--- config.mk ---
export PLATFORM = sky130hd
export DESIGN_NAME = sort_sequencer
export DESIGN_NICKNAME = d
export VERILOG_FILES = /design/src/rtl/sort_sequencer.sv
export SDC_FILE = /design/constraint.sdc
export NUM_CORES = 1
export LEC_CHECK = 0
export CAP_MARGIN = 5
export CELL_PAD_IN_SITES_DETAIL_PLACEMENT = 0
export CELL_PAD_IN_SITES_GLOBAL_PLACEMENT = 1
export CORE_UTILIZATION = 38
export CTS_BUF_LIST = sky130_fd_sc_hd__clkbuf_8
export DETAILED_ROUTE_END_ITERATION = 16
export GPL_TIMING_DRIVEN = 0
export HOLD_SLACK_MARGIN = 0.03
export PLACE_DENSITY = 0.82
export SLEW_MARGIN = 15
export SYNTH_ARGS = -nofsm -noshare
export SYNTH_HDL_FRONTEND = slang
export SYNTH_SLANG_ARGS = --single-unit
export TNS_END_PERCENT = 50
--- constraint.sdc ---
create_clock -name clk -period 3.08 [get_ports clk]
set_clock_uncertainty 0.15 [all_clocks]
set_input_delay 0.616 -clock clk [delete_from_list [all_inputs] [get_ports clk]]
set_output_delay 0.616 -clock clk [all_outputs]
set_load 0.02 [all_outputs]
--- src/rtl/sort_sequencer.sv ---
// -----------------------------------------------------------------------------
// sort_sequencer
//
// Sequences the bar-array sort engine of the VGA bubble-sort display. It loads
// the N_BARS-entry bar array with a pattern, then feeds the engine's step
// input in single-step (PAUSE) or free-running (RUN) mode. It also counts
// issued steps and executed swaps, and it holds DONE until the user acks.
//
// Optional feature macro: SORT_SEQ_FIXED_DATA_EN
//   defined     : LOAD writes a descending ramp ~(addr<<3); no LFSR, SEED unused
//   not defined : LOAD writes the 8-bit Galois LFSR sequence starting at SEED
//
// Ports
//   clk          system clock
//   reset        asynchronous active-high reset
//   start_pulse  (re)load array and begin (accepted in any state)
//   step_pulse   single step request while PAUSE
//   run_toggle   PAUSE <-> RUN
//   ack          leave DONE
//   rate         clocks between auto steps in RUN (0 behaves as 1)
//   eng_busy     engine cannot accept a step this cycle
//   eng_swap     engine performed a swap (pulse)
//   eng_done     engine reports the array sorted (level)
//   ld_we/ld_addr/ld_data  array write port used during LOAD
//   eng_step     one-cycle step command to the engine
//   state        IDLE=0 LOAD=1 PAUSE=2 RUN=3 DONE=4
//   step_count   steps issued, saturating
//   swap_count   swaps seen outside IDLE/LOAD, saturating
//   done         high while in DONE
// -----------------------------------------------------------------------------
module sort_sequencer #(
    parameter int         ADDR_W = 5,
    parameter int         DATA_W = 8,
    parameter int         RATE_W = 24,
    parameter logic [7:0] SEED   = 8'hA5
) (
    input  logic              clk,
    input  logic              reset,
    input  logic              start_pulse,
    input  logic              step_pulse,
    input  logic              run_toggle,
    input  logic              ack,
    input  logic [RATE_W-1:0] rate,
    input  logic              eng_busy,
    input  logic              eng_swap,
    input  logic              eng_done,
    output logic              ld_we,
    output logic [ADDR_W-1:0] ld_addr,
    output logic [DATA_W-1:0] ld_data,
    output logic              eng_step,
    output logic [2:0]        state,
    output logic [15:0]       step_count,
    output logic [15:0]       swap_count,
    output logic              done
);

    localparam int N_BARS = 2 ** ADDR_W;

    typedef enum logic [2:0] {
        IDLE  = 3'd0,
        LOAD  = 3'd1,
        PAUSE = 3'd2,
        RUN   = 3'd3,
        DONE  = 3'd4
    } state_t;

    state_t              state_reg, state_next;
    logic                ld_we_reg, ld_we_next;
    logic [ADDR_W-1:0]   ld_addr_reg, ld_addr_next;
    logic [DATA_W-1:0]   ld_data_reg, ld_data_next;
    logic                eng_step_reg, eng_step_next;
    logic [15:0]         step_count_reg, step_count_next;
    logic [15:0]         swap_count_reg, swap_count_next;
    logic                done_reg, done_next;
    logic [RATE_W-1:0]   timer_reg, timer_next;
    logic                pending_reg, pending_next;
    logic [RATE_W-1:0]   rate_m1;
    logic                expire;
    logic                want_step;

`ifdef SORT_SEQ_FIXED_DATA_EN
    // Descending ramp: index shifted into the upper bits, then inverted.
    function automatic logic [DATA_W-1:0] ramp_value(input logic [ADDR_W-1:0] idx);
        logic [DATA_W-1:0] wide;
        wide = DATA_W'(idx);
        return ~(wide << 3);
    endfunction
`else
    // A zero seed would lock the LFSR at zero forever.
    localparam logic [7:0] SEED_EFF = (SEED == 8'h00) ? 8'h01 : SEED;

    function automatic logic [7:0] lfsr_advance(input logic [7:0] v);
        return v[0] ? ((v >> 1) ^ 8'hB8) : (v >> 1);
    endfunction

    // Holds the value for the *next* write; the current write is in ld_data_reg.
    logic [7:0] lfsr_reg, lfsr_next;
`endif

    // Timer expires when it has counted rate-1, giving a step period of rate.
    assign rate_m1 = (rate == '0) ? '0 : rate - RATE_W'(1);
    assign expire  = (timer_reg >= rate_m1);

    always_comb begin
        state_next      = state_reg;
        ld_we_next      = 1'b0;
        ld_addr_next    = '0;
        ld_data_next    = '0;
        eng_step_next   = 1'b0;
        step_count_next = step_count_reg;
        swap_count_next = swap_count_reg;
        done_next       = 1'b0;
        timer_next      = timer_reg;
        pending_next    = pending_reg;
        want_step       = 1'b0;
`ifndef SORT_SEQ_FIXED_DATA_EN
        lfsr_next       = lfsr_reg;
`endif

        if (start_pulse) begin
            // Restart from any state; the first write goes out right away.
            state_next      = LOAD;
            ld_we_next      = 1'b1;
            ld_addr_next    = '0;
            step_count_next = '0;
            swap_count_next = '0;
            timer_next      = '0;
            pending_next    = 1'b0;
`ifdef SORT_SEQ_FIXED_DATA_EN
            ld_data_next    = ramp_value('0);
`else
            ld_data_next    = DATA_W'(SEED_EFF);
            lfsr_next       = lfsr_advance(SEED_EFF);
`endif
        end else begin
            case (state_reg)
                IDLE: ;
                LOAD: begin
                    if (ld_addr_reg == ADDR_W'(N_BARS - 1)) begin
                        state_next = PAUSE;
                    end else begin
                        ld_we_next   = 1'b1;
                        ld_addr_next = ld_addr_reg + ADDR_W'(1);
`ifdef SORT_SEQ_FIXED_DATA_EN
                        ld_data_next = ramp_value(ld_addr_reg + ADDR_W'(1));
`else
                        ld_data_next = DATA_W'(lfsr_reg);
                        lfsr_next    = lfsr_advance(lfsr_reg);
`endif
                    end
                end
                PAUSE: begin
                    if (eng_done) begin
                        state_next = DONE;
                        done_next  = 1'b1;
                    end else if (run_toggle) begin
                        state_next   = RUN;
                        timer_next   = '0;
                        pending_next = 1'b0;
                    end else if (step_pulse && !eng_busy) begin
                        eng_step_next = 1'b1;
                    end
                end
                RUN: begin
                    if (eng_done) begin
                        state_next   = DONE;
                        done_next    = 1'b1;
                        timer_next   = '0;
                        pending_next = 1'b0;
                    end else if (run_toggle) begin
                        state_next   = PAUSE;
                        timer_next   = '0;
                        pending_next = 1'b0;
                    end else begin
                        timer_next = expire ? '0 : timer_reg + RATE_W'(1);
                        // An expiry can be issued in the same cycle it occurs;
                        // otherwise it waits as the single pending step.
                        want_step     = pending_reg || expire;
                        eng_step_next = want_step && !eng_busy;
                        pending_next  = want_step && eng_busy;
                    end
                end
                DONE: begin
                    if (ack) begin
                        state_next = IDLE;
                    end else begin
                        done_next = 1'b1;
                    end
                end
                default: state_next = IDLE;
            endcase

            if (eng_step_next && (step_count_reg != 16'hFFFF)) begin
                step_count_next = step_count_reg + 16'd1;
            end
            if (eng_swap && (state_reg != IDLE) && (state_reg != LOAD)
                    && (swap_count_reg != 16'hFFFF)) begin
                swap_count_next = swap_count_reg + 16'd1;
            end
        end
    end

    always_ff @(posedge clk or posedge reset) begin
        if (reset) begin
            state_reg      <= IDLE;
            ld_we_reg      <= 1'b0;
            ld_addr_reg    <= '0;
            ld_data_reg    <= '0;
            eng_step_reg   <= 1'b0;
            step_count_reg <= '0;
            swap_count_reg <= '0;
            done_reg       <= 1'b0;
            timer_reg      <= '0;
            pending_reg    <= 1'b0;
        end else begin
            state_reg      <= state_next;
            ld_we_reg      <= ld_we_next;
            ld_addr_reg    <= ld_addr_next;
            ld_data_reg    <= ld_data_next;
            eng_step_reg   <= eng_step_next;
            step_count_reg <= step_count_next;
            swap_count_reg <= swap_count_next;
            done_reg       <= done_next;
            timer_reg      <= timer_next;
            pending_reg    <= pending_next;
        end
    end

`ifndef SORT_SEQ_FIXED_DATA_EN
    always_ff @(posedge clk or posedge reset) begin
        if (reset) begin
            lfsr_reg <= SEED_EFF;
        end else begin
            lfsr_reg <= lfsr_next;
        end
    end
`endif

    assign ld_we      = ld_we_reg;
    assign ld_addr    = ld_addr_reg;
    assign ld_data    = ld_data_reg;
    assign eng_step   = eng_step_reg;
    assign state      = state_reg;
    assign step_count = step_count_reg;
    assign swap_count = swap_count_reg;
    assign done       = done_reg;

endmodule

==> results by group <==
Placed design
  • DP Worst Slack: -1.914 ns
  • DP Wirelength: 9391 um
  • Port bufs: 83
  • Area after DPL: 6469 um^2
  • Placer Congestion: 0.8332

Power and ir drop
  • Sequential power share: 0.497
  • Comb power frac: 0.123
  • Sw Ratio: 0.2540
  • Switch Pwr: 582.4 uW
  • Pleak: 3.195 nW
  • VDD IR max: 171.8 uV
  • Clock Power Share: 0.380
  • Power Dens Cells: 305.9 nW/um^2
  • Cell Int Power: 1.710 mW
  • Overall Power: 2.293 mW

Synthesis
  • Synth Register Bits: 84
  • Top FF cell, synth: dfrtp_1
  • Netlist cell types: 63
  • Seq/Total Area, Yosys: 0.4034
  • Post-synth ARST share: 1.000
  • Mapped cell area: 5223 um^2
  • Syn Area/Cell: 9.051 um^2
  • Yosys top cell by area: dfrtp_1
  • Post-Syn Instances: 577
  • Synth top area share: 0.3833
  • Synthesis Warnings: 0
  • Most instantiated cells after synthesis: 80 x dfrtp_1, 80 x nand2_1, 60 x nor2_1, 31 x ha_1, 29 x xor2_1
  • Top cells by area, synth: dfrtp_1 38%, ha_1 7.4%, nand2_1 5.7%
  • Number of synthesized flops with an enable pin: 0
  • Syn_nets: 641

Finish
  • # nets final: 763
  • Design Area, Final: 7496 um^2
  • Fraction of layout cells with a size suffix above 1: 0.2358
  • Utilization after layout: 0.5616
  • Synth-to-layout area growth: 43.53%
  • Ant diodes: 0
  • Largest register FFs: 24

Drt
  • Wire per inst: 15.66 um
  • DR pass1 iterations: 4
  • DR vias: 4,715
  • Detail Route Antenna Nets: 0
  • DRC violations left: 0
  • Routed WL: 13,790 um
  • DR iter-0 viols: 297
  • Via/cell ratio: 5.358

CTS
  • Clock transition at path regs: 0.09 ns
  • CTS max path bufs: 2
  • CTS tree: built
  • H-tree depth: 3
  • Root buffer cell: clkbuf_8
  • Clock Sinks: 84
  • CTS Hold Buffers Added: 0
  • Clock buffer count from CTS: 9
  • Worst-skew pair later-pin latency: 0.36 ns

Critical path
  • Most used cell, CP: nand2_2
  • Largest stage delay on the critical path: 0.56 ns
  • Crit path max-delay cell type: or4_4
  • Worst EP arrival: 4.13 ns
  • Worst setup startpoint: rate[9]
  • Critical R2R Launch: timer_reg[1]$_DFFE_PP0P_
  • Crit Path Class: in2reg
  • CP Capture Type: register
  • Crit-path max FO: 5
  • Critical Path Start Type: primary input
  • Critical Path RT: 3.22 ns
  • CP Cell Sequence: buf_6 -> or4_4 -> buf_6 -> nor2_2 -> nand2_4 -> nor2_2 -> buf_4 -> nand2_2 -> xnor2_2 -> nand2_2 -> ha_4 -> nand2_2 -> nor3_2 -> nand4_1 -> a31oi_4 -> nor4b_4 -> buf_4 -> or4_4 -> a21oi_2

Floorplan
  • Core area: 13,350 um^2
  • Initial Utilization: 0.3913
  • # IOs: 84
  • Die span in x: 119.2 um
  • Die area: 14,220 um^2
  • Die H: 119.2 um
  • FP Rows: 42

Run status
  • Failing checks: negative setup slack
  • Outcome: finished with violations

Hold path
  • Hold_sp: lfsr_reg[7]$_DFFE_PP1P_
  • Worst Hold Class: reg2reg

STA
  • Setup violators final: 42
  • Hold Vio Cnt, Final: 0
  • Worst Tran Pin Value: 0.7977 ns
  • Tcrit/Tclk final: 1.293
  • Fin. max-slew vios: 0
  • Unrepaired setup endpoints after global routing: true
  • Max Freq: 0.2512 GHz
  • Min setup slack post-route: -0.9013 ns
  • Rel. slew slack: 0.4672
  • Final Critical Period: 3.981 ns

Global route
  • Total grt overflow: 0
  • Largest net degree at the start of global routing: 60
  • Initial antenna violation count: 0
  • GRT Overall Usage: 0.1963
  • Number of global-route vias before repair: 4,671
  • First-pass GRT wire length: 22,430 um

Flow run
  • Maxcap violations: 0
[kinds of logic after synthesis]
group | count (synthesis) | synth area share
AOI/OAI and AO/OA | 95 | 0.1265
xor gates and xnor gates | 47 | 0.07882
adders and majority gates | 31 | 0.07427
buffers and inverters | 34 | 0.02659
DFF | 84 | 0.4034
muxes | 8 | 0.01629
and+or+nand+nor | 278 | 0.2741
[layout make-up]
| cell class | count | area [um^2] |
|---|---|---|
| Buffer | 20 | 168.9 |
| Inverter | 13 | 51.30 |
| Timing Repair Buffer | 112 | 1124 |
| Multi-Input combinational cell | 459 | 3608 |
| Tap cell | 176 | 220.2 |
| Sequential cell | 84 | 2107 |
| Clock inverter | 7 | 92.59 |
| Clock buffer | 9 | 123.9 |
| Fill cell | 1185 | 5852 |
[layout by cell type, fill, tap and decap left out, types with 9 or more instances in the layout]
cell type         n
a21o_1           11
a21oi_1          16
and2_1           10
and3_1           11
buf_4            20
buf_6             9
clkbuf_8         11
clkdlybuf4s50_1  64
dfrtp_1          80
ha_1             19
ha_4             11
inv_1            14
nand2_1          65
nand2_4           9
nand3_1          17
nand4_1          18
nor2_1           53
nor3_1            9
o21ai_0          11
xnor2_1          15
xor2_1           28
[per-layer routing]
| metal | global-route usage | vias up | routed length [um] |
|---|---|---|---|
| met4 | 0.07674 | 0 | 253 |
| li1 | - | 2308 | - |
| met3 | 0.02634 | 18 | 527 |
| met5 | 0 | - | 0 |
| met2 | 0.3278 | 125 | 6812 |
| met1 | 0.2567 | 2264 | 6192 |
[what timing repair did]
action / CTS / global route
setup buffers: 15 / 9
pin swaps: 39 / 55
setup endpoints to repair: 42 / 42
gates resized for setup: 111 / 72
gates cloned: 3 / 2
[worst paths after layout]
path	endpoint	slack (ns)	depth (start not counted)
hold reg to reg	lfsr_reg[7]$_DFFE_PP1P_	0.33	2
setup reg to reg	step_count[4]$_DFFE_PP0P_	0.23	9
max in group asynchronous	lfsr_reg[7]$_DFFE_PP1P_	1.74	3
min in group asynchronous	swap_count[5]$_DFFE_PP0P_	0.42	2
setup / recovery	step_count[10]$_DFFE_PP0P_	-0.90	19
hold / removal	lfsr_reg[7]$_DFFE_PP1P_	0.33	2
[power by group through the flow]
stage,Clock (mW),Sequential [mW],Combinational (mW)
final,0.871,1.14,0.281
after global routing,0.943,1.14,0.310
after CTS,0.895,1.14,0.266
after detailed placement,0,1.16,0.251
after global placement,0,1.16,0.240
after floorplan,0,1.17,0.119
[per-stage QoR]
stage	instances	setup TNS [ns]	hold slack (ns)
after global routing	880	-37.48	0.3670
after detailed placement	837	-71.79	0.3161
final	880	-31.23	0.3287
after floorplan	577	-27.81	0.3053
after global placement	836	-168.11	0.3150
after CTS	871	-35.45	0.3296
[critical path, delay by kind of cell]
| kind | cells | cell delay (ns) |
|---|---|---|
| fa+ha+maj | 1 | 0.28 |
| buf+inv | 4 | 0.55 |
| simple gates | 11 | 2.12 |
| xor+xnor | 1 | 0.17 |
| compound gates | 2 | 0.39 |
(Power assumes the default switching activity.)
